==> config.mk <==
export PLATFORM = sky130hd
export DESIGN_NAME = mem_req_arbiter
export DESIGN_NICKNAME = d
export VERILOG_FILES = /design/src/rtl/mem_req_arbiter_pkg.sv /design/src/rtl/mem_req_arbiter_grant.sv /design/src/rtl/mem_req_arbiter.sv
export SDC_FILE = /design/constraint.sdc
export NUM_CORES = 1
export LEC_CHECK = 0
export ABC_CLOCK_PERIOD_IN_PS = 6500
export BUFFER_PORTS_ARGS = -buffer_cell sky130_fd_sc_hd__buf_2
export CAP_MARGIN = 10
export CORE_MARGIN = 2
export CORE_UTILIZATION = 25
export CTS_BUF_LIST = sky130_fd_sc_hd__clkbuf_2 sky130_fd_sc_hd__clkbuf_4 sky130_fd_sc_hd__clkbuf_8
export DETAILED_ROUTE_END_ITERATION = 12
export GPL_ROUTABILITY_DRIVEN = 0
export PLACE_DENSITY = 0.54
export SETUP_SLACK_MARGIN = 0.5
export SLEW_MARGIN = 15
export SYNTH_ARGS = -nofsm -noshare
export SYNTH_HDL_FRONTEND = slang
export SYNTH_HIERARCHICAL = 1
export SYNTH_SLANG_ARGS = --single-unit
export TNS_END_PERCENT = 50
==> constraint.sdc <==
create_clock -name clk -period 6.5 [get_ports clk]
set_clock_uncertainty 0.05 [all_clocks]
set_input_delay 0.65 -clock clk [delete_from_list [all_inputs] [get_ports clk]]
set_output_delay 0.65 -clock clk [all_outputs]
set_load 0.02 [all_outputs]
==> src/rtl/mem_req_arbiter_pkg.sv <==
// Shared types and helpers for the memory request arbiter: FSM encoding,
// bus size codes, the one-hot grant and the alignment rule.
package mem_req_arbiter_pkg;

    typedef enum logic [1:0] {
        ARB_IDLE = 2'd0,
        ARB_REQ  = 2'd1,
        ARB_WAIT = 2'd2
    } arb_state_e;

    localparam logic [1:0] SIZE_B = 2'd0;
    localparam logic [1:0] SIZE_H = 2'd1;
    localparam logic [1:0] SIZE_W = 2'd2;

    // One-hot grant; at most one field is set.
    typedef struct packed {
        logic data;
        logic inst;
    } grant_t;

    // The illegal size code 3 behaves as a word access.
    function automatic logic [1:0] norm_size(input logic [1:0] size);
        return (size == 2'd3) ? SIZE_W : size;
    endfunction

    function automatic logic is_misaligned(input logic [1:0] addr_lo, input logic [1:0] size);
        logic mis;
        mis = 1'b0;
        case (norm_size(size))
            SIZE_H:  mis = addr_lo[0];
            SIZE_W:  mis = (addr_lo != 2'b00);
            default: mis = 1'b0;
        endcase
        return mis;
    endfunction

endpackage

==> src/rtl/mem_req_arbiter_grant.sv <==
// Data-priority grant with a bounded-starvation guard for instruction fetch.
// The starve counter tracks consecutive data grants taken while fetch waits.
module mem_req_arbiter_grant
    import mem_req_arbiter_pkg::*;
#(
    parameter int STARVE_LIMIT = 4
) (
    input  logic   clk,
    input  logic   reset,
    input  logic   inst_valid_i,
    input  logic   data_valid_i,
    input  logic   accept_i,
    output grant_t grant_o
);

    localparam int               CNT_W   = $clog2(STARVE_LIMIT + 1);
    localparam logic [CNT_W-1:0] CNT_MAX = CNT_W'(STARVE_LIMIT);

    logic [CNT_W-1:0] starve_cnt_q;
    logic [CNT_W-1:0] starve_cnt_d;
    logic             starved;

    assign starved = inst_valid_i && (starve_cnt_q == CNT_MAX);

    // Data wins unless fetch is pending and has already been passed over STARVE_LIMIT times.
    always_comb begin
        // NOTE: assign a default before any branch so no path leaves the output unassigned (latch).
        grant_o = '0;
        if (data_valid_i && !starved) begin
            grant_o.data = 1'b1;
        end else if (inst_valid_i) begin
            grant_o.inst = 1'b1;
        end
    end

    // Count data grants taken over a waiting fetch; any other grant restarts the count.
    always_comb begin
        starve_cnt_d = starve_cnt_q;
        if (accept_i) begin
            if (grant_o.data && inst_valid_i) begin
                if (starve_cnt_q != CNT_MAX) begin
                    starve_cnt_d = starve_cnt_q + CNT_W'(1);
                end
            end else begin
                starve_cnt_d = '0;
            end
        end
    end

    // Starve counter register.
    always_ff @(posedge clk or posedge reset) begin
        // NOTE: state updates use non-blocking assignments so every flop samples pre-edge values.
        if (reset) begin
            starve_cnt_q <= '0;
        end else begin
            starve_cnt_q <= starve_cnt_d;
        end
    end

endmodule

==> src/rtl/mem_req_arbiter.sv <==
// Sequences instruction fetch and data access onto one SRAM-like bus with a
// single shared translation lookup per accepted request and one transaction
// outstanding. Misaligned data accesses are answered locally with data_ale.
module mem_req_arbiter
    import mem_req_arbiter_pkg::*;
#(
    parameter int STARVE_LIMIT = 4
) (
    input  logic        clk,
    input  logic        reset,
    input  logic        inst_req_valid,
    output logic        inst_req_ready,
    input  logic [31:0] inst_vaddr,
    output logic        inst_resp_valid,
    output logic [31:0] inst_rdata,
    input  logic        data_req_valid,
    output logic        data_req_ready,
    input  logic [31:0] data_vaddr,
    input  logic        data_wr,
    input  logic [1:0]  data_size,
    input  logic [31:0] data_wdata,
    input  logic [3:0]  data_wstrb,
    output logic        data_resp_valid,
    output logic [31:0] data_rdata,
    output logic        data_ale,
    output logic [31:0] trans_vaddr,
    output logic        trans_valid,
    output logic        trans_is_data,
    input  logic [31:0] trans_paddr,
    input  logic        trans_uncached,
    output logic        bus_req,
    output logic        bus_wr,
    output logic [1:0]  bus_size,
    output logic [31:0] bus_addr,
    output logic [31:0] bus_wdata,
    output logic [3:0]  bus_wstrb,
    output logic        bus_uncached,
    input  logic        bus_addr_ok,
    input  logic        bus_data_ok,
    input  logic [31:0] bus_rdata
);

    arb_state_e  state_q;
    arb_state_e  state_d;
    grant_t      grant;
    logic        idle;
    logic        accept;
    logic        accept_data;
    logic        accept_store;
    logic        accept_misaligned;

    logic        owner_data_q;
    logic        bus_wr_q;
    logic [1:0]  bus_size_q;
    logic [31:0] bus_addr_q;
    logic [31:0] bus_wdata_q;
    logic [3:0]  bus_wstrb_q;
    logic        bus_uncached_q;
    logic        inst_resp_q;
    logic        data_resp_q;
    logic        data_ale_q;
    logic [31:0] inst_rdata_q;
    logic [31:0] data_rdata_q;

    mem_req_arbiter_grant #(
        .STARVE_LIMIT (STARVE_LIMIT)
    ) u_grant (
        .clk          (clk),
        .reset        (reset),
        .inst_valid_i (inst_req_valid),
        .data_valid_i (data_req_valid),
        .accept_i     (accept),
        .grant_o      (grant)
    );

    // Ready is gated by reset as well, so both readies drop the moment reset asserts.
    assign idle              = (state_q == ARB_IDLE) && !reset;
    assign inst_req_ready    = idle && grant.inst;
    assign data_req_ready    = idle && grant.data;
    assign accept_data       = data_req_valid && data_req_ready;
    assign accept            = accept_data || (inst_req_valid && inst_req_ready);
    assign accept_store      = accept_data && data_wr;
    assign accept_misaligned = accept_data && is_misaligned(data_vaddr[1:0], data_size);

    assign trans_valid   = accept;
    assign trans_is_data = grant.data;
    assign trans_vaddr   = grant.data ? data_vaddr : inst_vaddr;

    // FSM state register.
    always_ff @(posedge clk or posedge reset) begin
        if (reset) begin
            state_q <= ARB_IDLE;
        end else begin
            state_q <= state_d;
        end
    end

    // FSM next state: a misaligned access never leaves IDLE; data_ok only counts in WAIT.
    always_comb begin
        state_d = state_q;
        case (state_q)
            ARB_IDLE: if (accept && !accept_misaligned) state_d = ARB_REQ;
            ARB_REQ:  if (bus_addr_ok) state_d = ARB_WAIT;
            ARB_WAIT: if (bus_data_ok) state_d = ARB_IDLE;
            default:  state_d = ARB_IDLE;
        endcase
    end

    // FSM outputs: the bus request is held for the whole REQ state.
    always_comb begin
        bus_req = 1'b0;
        if (state_q == ARB_REQ) begin
            bus_req = 1'b1;
        end
    end

    // Capture the translated request on accept; fields stay put until the next accept.
    always_ff @(posedge clk or posedge reset) begin
        if (reset) begin
            owner_data_q   <= 1'b0;
            bus_wr_q       <= 1'b0;
            bus_size_q     <= SIZE_B;
            bus_addr_q     <= '0;
            bus_wdata_q    <= '0;
            bus_wstrb_q    <= '0;
            bus_uncached_q <= 1'b0;
        end else if (accept) begin
            owner_data_q   <= accept_data;
            bus_wr_q       <= accept_store;
            bus_size_q     <= accept_data ? norm_size(data_size) : SIZE_W;
            bus_addr_q     <= trans_paddr;
            bus_wdata_q    <= accept_store ? data_wdata : '0;
            bus_wstrb_q    <= accept_store ? data_wstrb : '0;
            bus_uncached_q <= trans_uncached;
        end
    end

    // Response pulses and read data for the owner of the completed transaction.
    always_ff @(posedge clk or posedge reset) begin
        if (reset) begin
            inst_resp_q  <= 1'b0;
            data_resp_q  <= 1'b0;
            data_ale_q   <= 1'b0;
            inst_rdata_q <= '0;
            data_rdata_q <= '0;
        end else begin
            inst_resp_q <= 1'b0;
            data_resp_q <= 1'b0;
            data_ale_q  <= 1'b0;
            if (accept_misaligned) begin
                data_resp_q  <= 1'b1;
                data_ale_q   <= 1'b1;
                data_rdata_q <= '0;
            end else if ((state_q == ARB_WAIT) && bus_data_ok) begin
                if (owner_data_q) begin
                    data_resp_q  <= 1'b1;
                    data_rdata_q <= bus_wr_q ? '0 : bus_rdata;
                end else begin
                    inst_resp_q  <= 1'b1;
                    inst_rdata_q <= bus_rdata;
                end
            end
        end
    end

    assign bus_wr          = bus_wr_q;
    assign bus_size        = bus_size_q;
    assign bus_addr        = bus_addr_q;
    assign bus_wdata       = bus_wdata_q;
    assign bus_wstrb       = bus_wstrb_q;
    assign bus_uncached    = bus_uncached_q;
    assign inst_resp_valid = inst_resp_q;
    assign inst_rdata      = inst_rdata_q;
    assign data_resp_valid = data_resp_q;
    assign data_rdata      = data_rdata_q;
    assign data_ale        = data_ale_q;

endmodule

# ---- Word level (Yosys, flattened, before mapping)
# Index checks and enable logic that the tools add are counted.
dict set report word_totals {
  ff_bits 145
  inputBits 174
  output_inout_bits 176
  elab_cells 79
}
dict set report op_classes {
  eq_ne 11
  n_bitwise 2
  n_addsub 1
  muxes 27
  reduce_logical 24
}
# cell count
set ops {}
lappend ops {{$mux 32} 6}
lappend ops {{$logic_and 1x1->1} 12}
lappend ops {{$mux 1} 11}
lappend ops {{$mux 2} 5}
lappend ops {{$eq 2x2->1 const B} 3}
lappend ops {{$mux 3} 2}
lappend ops {{$ne 2x2->1 const B} 3}
lappend ops {{$pmux 2 s3} 1}
lappend ops {{$reduce_and 3->1} 2}
lappend ops {{$reduce_bool 2->1} 3}
lappend ops {{$eq 2x1->1 const B} 2}
lappend ops {{$mux 4} 1}
lappend ops {{$reduce_and 2->1} 2}
lappend ops {{$add 3x1->3 const B} 1}
lappend ops {{$eq 3x3->1 const B} 1}
lappend ops {{$logic_not 1->1} 3}
lappend ops {{$ne 3x3->1 const B} 1}
lappend ops {{$logic_not 2->1} 1}
lappend ops {{$ne 2x1->1 const B} 1}
lappend ops {{$not 1->1} 2}
lappend ops {{$pmux 1 s2} 1}
lappend ops {{$logic_or 1x1->1} 1}

# ---- Longest topological paths before layout
dict set report depth {
  ltp_word 12
  ltp_mapped 11
}

# ---- Hierarchy
# The synthesis kept the hierarchy.
# module cells_each instances area_each_um2 seq_area_each_um2
set by_module_without_submodules {}
lappend by_module_without_submodules {mem_req_arbiter 438 1 6060.8 3553.4}
lappend by_module_without_submodules {mem_req_arbiter_grant 22 1 205.2 75.1}

# ---- Worst setup path before layout
# No wires, ideal clock.
dict set report synth_path {
  path_type {input-to-output}
  start {input data_req_valid}
  end {output trans_valid}
  cell_stages 7
  t_arrival_ps 2297
  path_slack_ps 3503
  n_path_buf 2
  required_ps 5800
  path_cell_list {inv_1 -> a31oi_1 -> clkbuf_1 -> nand2_1 -> a2bb2oi_4 -> buf_2 -> inv_1}
}
dict set report synth_via {
  elab_chain_cells 5
  word_cells_on_any_way 8
  classes_between {mux: 2; reduce/logical: 6}
}
# item line_no
set synth_lines {}
lappend synth_lines {{start, declared} mem_req_arbiter.sv:16} ;# input logic data_req_valid,
lappend synth_lines {{$logic_and 1x1->1} mem_req_arbiter_grant.sv:29} ;# if (data_valid_i && !starved) begin
lappend synth_lines {{$mux 1} mem_req_arbiter_grant.sv:29}
lappend synth_lines {{net trans_is_data} mem_req_arbiter.sv:28} ;# output logic trans_is_data,
lappend synth_lines {{$logic_and 1x1->1} mem_req_arbiter.sv:79} ;# assign data_req_ready = idle && grant.data;
lappend synth_lines {{$logic_and 1x1->1} mem_req_arbiter.sv:80} ;# assign accept_data = data_req_valid && data_req_ready;
lappend synth_lines {{$logic_or 1x1->1} mem_req_arbiter.sv:81} ;# assign accept = accept_data || (inst_req_valid && inst_req_ready);
lappend synth_lines {{end, declared} mem_req_arbiter.sv:27} ;# output logic trans_valid,
# The timed path passes the listed nets, and every way through them passes these cells.

==> run_results.csv <==
group,metric,value,unit
die,rows,57,
min_path,hp-class,"input pin to async pin",
cts,cts_buffers,17,
grt,grt_pass1_vias,5082,
route,avgViaCountPerCell,4.44,
layout,stdcell_count,1136,
timing,rsz0062_at_grt,"no",
yosys,ys.flop_type,"dfrtp_1",
layout,finish.utilization,0.358,
die,die_w,162,µm
cts,cts_tree,"yes",
die,initial_core_util,0.256,
pwr,vdd_drop_max,0.000163,V
pwr,p_leak,0.00462,µW
worst_setup_path,crit_fanout,25,
cts,clkSlewWorstSetupHoldPaths,0.09,ns
placed_design,dpl_cell_area,0.00831,mm²
run,drv_cap,0,
layout,fill_cells,2462,
timing,hold_viol_final,0,
yosys,seq_area_frac_synth,0.579,
timing,max_slew_margin,0.303,
timing,slew_violations,0,
layout,syn2layout_area_growth,39.7,%
die,core,0.0245,mm²
yosys,async_reset_ff_frac,1.00,
yosys,synth.most_common_cell,"dfrtp_1",
yosys,synth_commonest_cells,"dfrtp_1, mux2_2, inv_1, nand2_1, a32o_1",
yosys,synth_cells,460,
yosys,yosys.cell_types.count,39,
worst_setup_path,start_kind,"flip-flop",
cts,holdBufCountCts,0,
cts,root_buffer,"clkbuf_8",
worst_setup_path,path_class,"flip-flop to output pin",
yosys,synth_top_area_frac,0.579,
worst_setup_path,cp.required,5.80,ns
route,drtPass1Iterations,4,
grt,antenna_found_initial,1,
timing,setup_viol,0,
cts,cts_resized,0,
cts,htreeDepth,4,
yosys,yosysTopAreaCell,"dfrtp_1",
placed_design,dp_cells,1103,
route,drtIter0Drc,225,
yosys,synthTopCellsByArea,"dfrtp_1, mux2_2, mux2_4, a32o_1, o32ai_1",
grt,gr-usage-all-layers,0.143,
route,wl_per_cell,17.1,µm
cts,clockBufferDepth,2,
placed_design,detailed_place_hpwl,13900,µm
layout,layout-drive-gt1-share,0.609,
die,dieArea,0.0263,mm²
timing,tns,0,ns
route,post-route-drc-count,0,
grt,grt_pass1_wl,29000,µm
timing,fmax,305,MHz
pwr,p_per_area,457,mW/mm²
layout,design_area,0.00875,mm²
yosys,syn_area,0.00627,mm²
cts,cts.sinks,145,
die,design.portCount,350,
yosys,synth.avg_cell_area,13.6,µm²
route,via_count,5049,
yosys,synth_nets,636,
timing,max_slew.worst_pin.slew,1.05,ns
yosys,yosys_warnings,6,
cts,clock_latency,0.44,ns
layout,nNetsFinal,975,
yosys,ys_ff_latch,145,
cts,cts_setup_buffers,0,
grt,grt_max_degree,83,
timing,min_period,3.28,ns
route,antenna_left,0,
timing,fin_crit_sh,0.504,
yosys,synth_edf_count,0,
route,routed_wl,19400,µm
outcome,status,"finished clean",
placed_design,portBuffers,349,
worst_setup_path,critPathCaptureType,"output pin",
worst_setup_path,worstPathArrival,2.58,ns
die,die_h,162,µm
grt,gr-total-overflow,0,
## where the power goes
part | switching [µW] | internal [µW]
Combinational | 1030 | 733
Sequential | 202 | 1280
Clock | 402 | 354
Total | 1630 | 2370
## placed cells by master (no fill, tap or decap), types with 17 or more instances in the layout
master	synthesis	routed
a32o_1	37	37
mux2_2	67	67
o32ai_1	32	32
dfrtp_1	145	145
clkbuf_8	0	17
nand2_1	38	38
inv_1	41	40
mux2_4	30	30
buf_2	12	349
## per-stage QoR
step	hold WS, ns	total power (µW)	worst slack (ns)
6_report	0.122	4000	3.22
5_1_grt	0.0623	4240	3.00
4_1_cts	0.0528	4060	2.60
3_5_place_dp	0.425	3280	2.81
3_3_place_gp	0.419	3250	2.86
2_1_floorplan	0.354	2630	1.99
## area by class of cell
cell class / instances / area, µm² / area share
diodes: 1 / 2.50 / 0.000286
clock buffers: 17 / 234 / 0.0267
clock inverters: 14 / 174 / 0.0199
inverters: 41 / 159 / 0.0182
multi-input cells: 238 / 2330 / 0.266
flip-flops and latches: 145 / 3630 / 0.415
well taps: 324 / 405 / 0.0463
repair buffers: 356 / 1820 / 0.208
## layer usage
layer	GRT usage	vias to the layer above	part of all wire
met2	0.235	201	0.49
met4	0.0398	0	0.0085
met1	0.181	2480	0.42
met5	0	-	0
met3	0.0472	9	0.078
li1	-	2359	-
## cell families after synthesis
group / after synthesis / synth area share
flops: 145 / 0.579
mux: 98 / 0.194
compound gates: 82 / 0.124
buf+inv: 77 / 0.0539
simple gates: 56 / 0.0449
fa+ha+maj: 2 / 0.00399
## state kept, by name (all words and copies together) (netlist names), 2 cells and up
| register | cells |
|---|---|
| inst_rdata | 32 |
| state_q | 2 |
| u_grant/starve_cnt_q | 3 |
| bus_addr | 32 |
| bus_size | 2 |
| data_rdata | 32 |
| bus_wstrb | 4 |
| bus_wdata | 32 |
## critical path: stages (launching register included)
cell	delay (ns)
dfrtp_1	0.39
inv_1	0.09
ha_1	0.23
a31oi_4	0.23
buf_16	0.24
nor2b_1	0.15
nor4b_4	0.34
a2bb2oi_4	0.10
inv_1	0.17
buf_2	0.21
## final timing paths
check / start / end / slack [ns] / cells after the start
setup / recovery: u_grant/starve_cnt_q[0]$_DFFE_PP0P_ / trans_valid / 3.22 / 9
hold / removal: reset / u_grant/starve_cnt_q[1]$_DFFE_PP0P_ / 0.12 / 2
setup reg to reg: u_grant/starve_cnt_q[0]$_DFFE_PP0P_ / bus_addr[28]$_DFFE_PP0P_ / 3.36 / 9
hold reg to reg: bus_wdata[23]$_DFFE_PP0P_ / bus_wdata[23]$_DFFE_PP0P_ / 0.44 / 1
max in group asynchronous: reset / bus_addr[4]$_DFFE_PP0P_ / 4.72 / 3
min in group clk: trans_paddr[3] / bus_addr[3]$_DFFE_PP0P_ / 0.39 / 2
(Power assumes the default switching activity.)
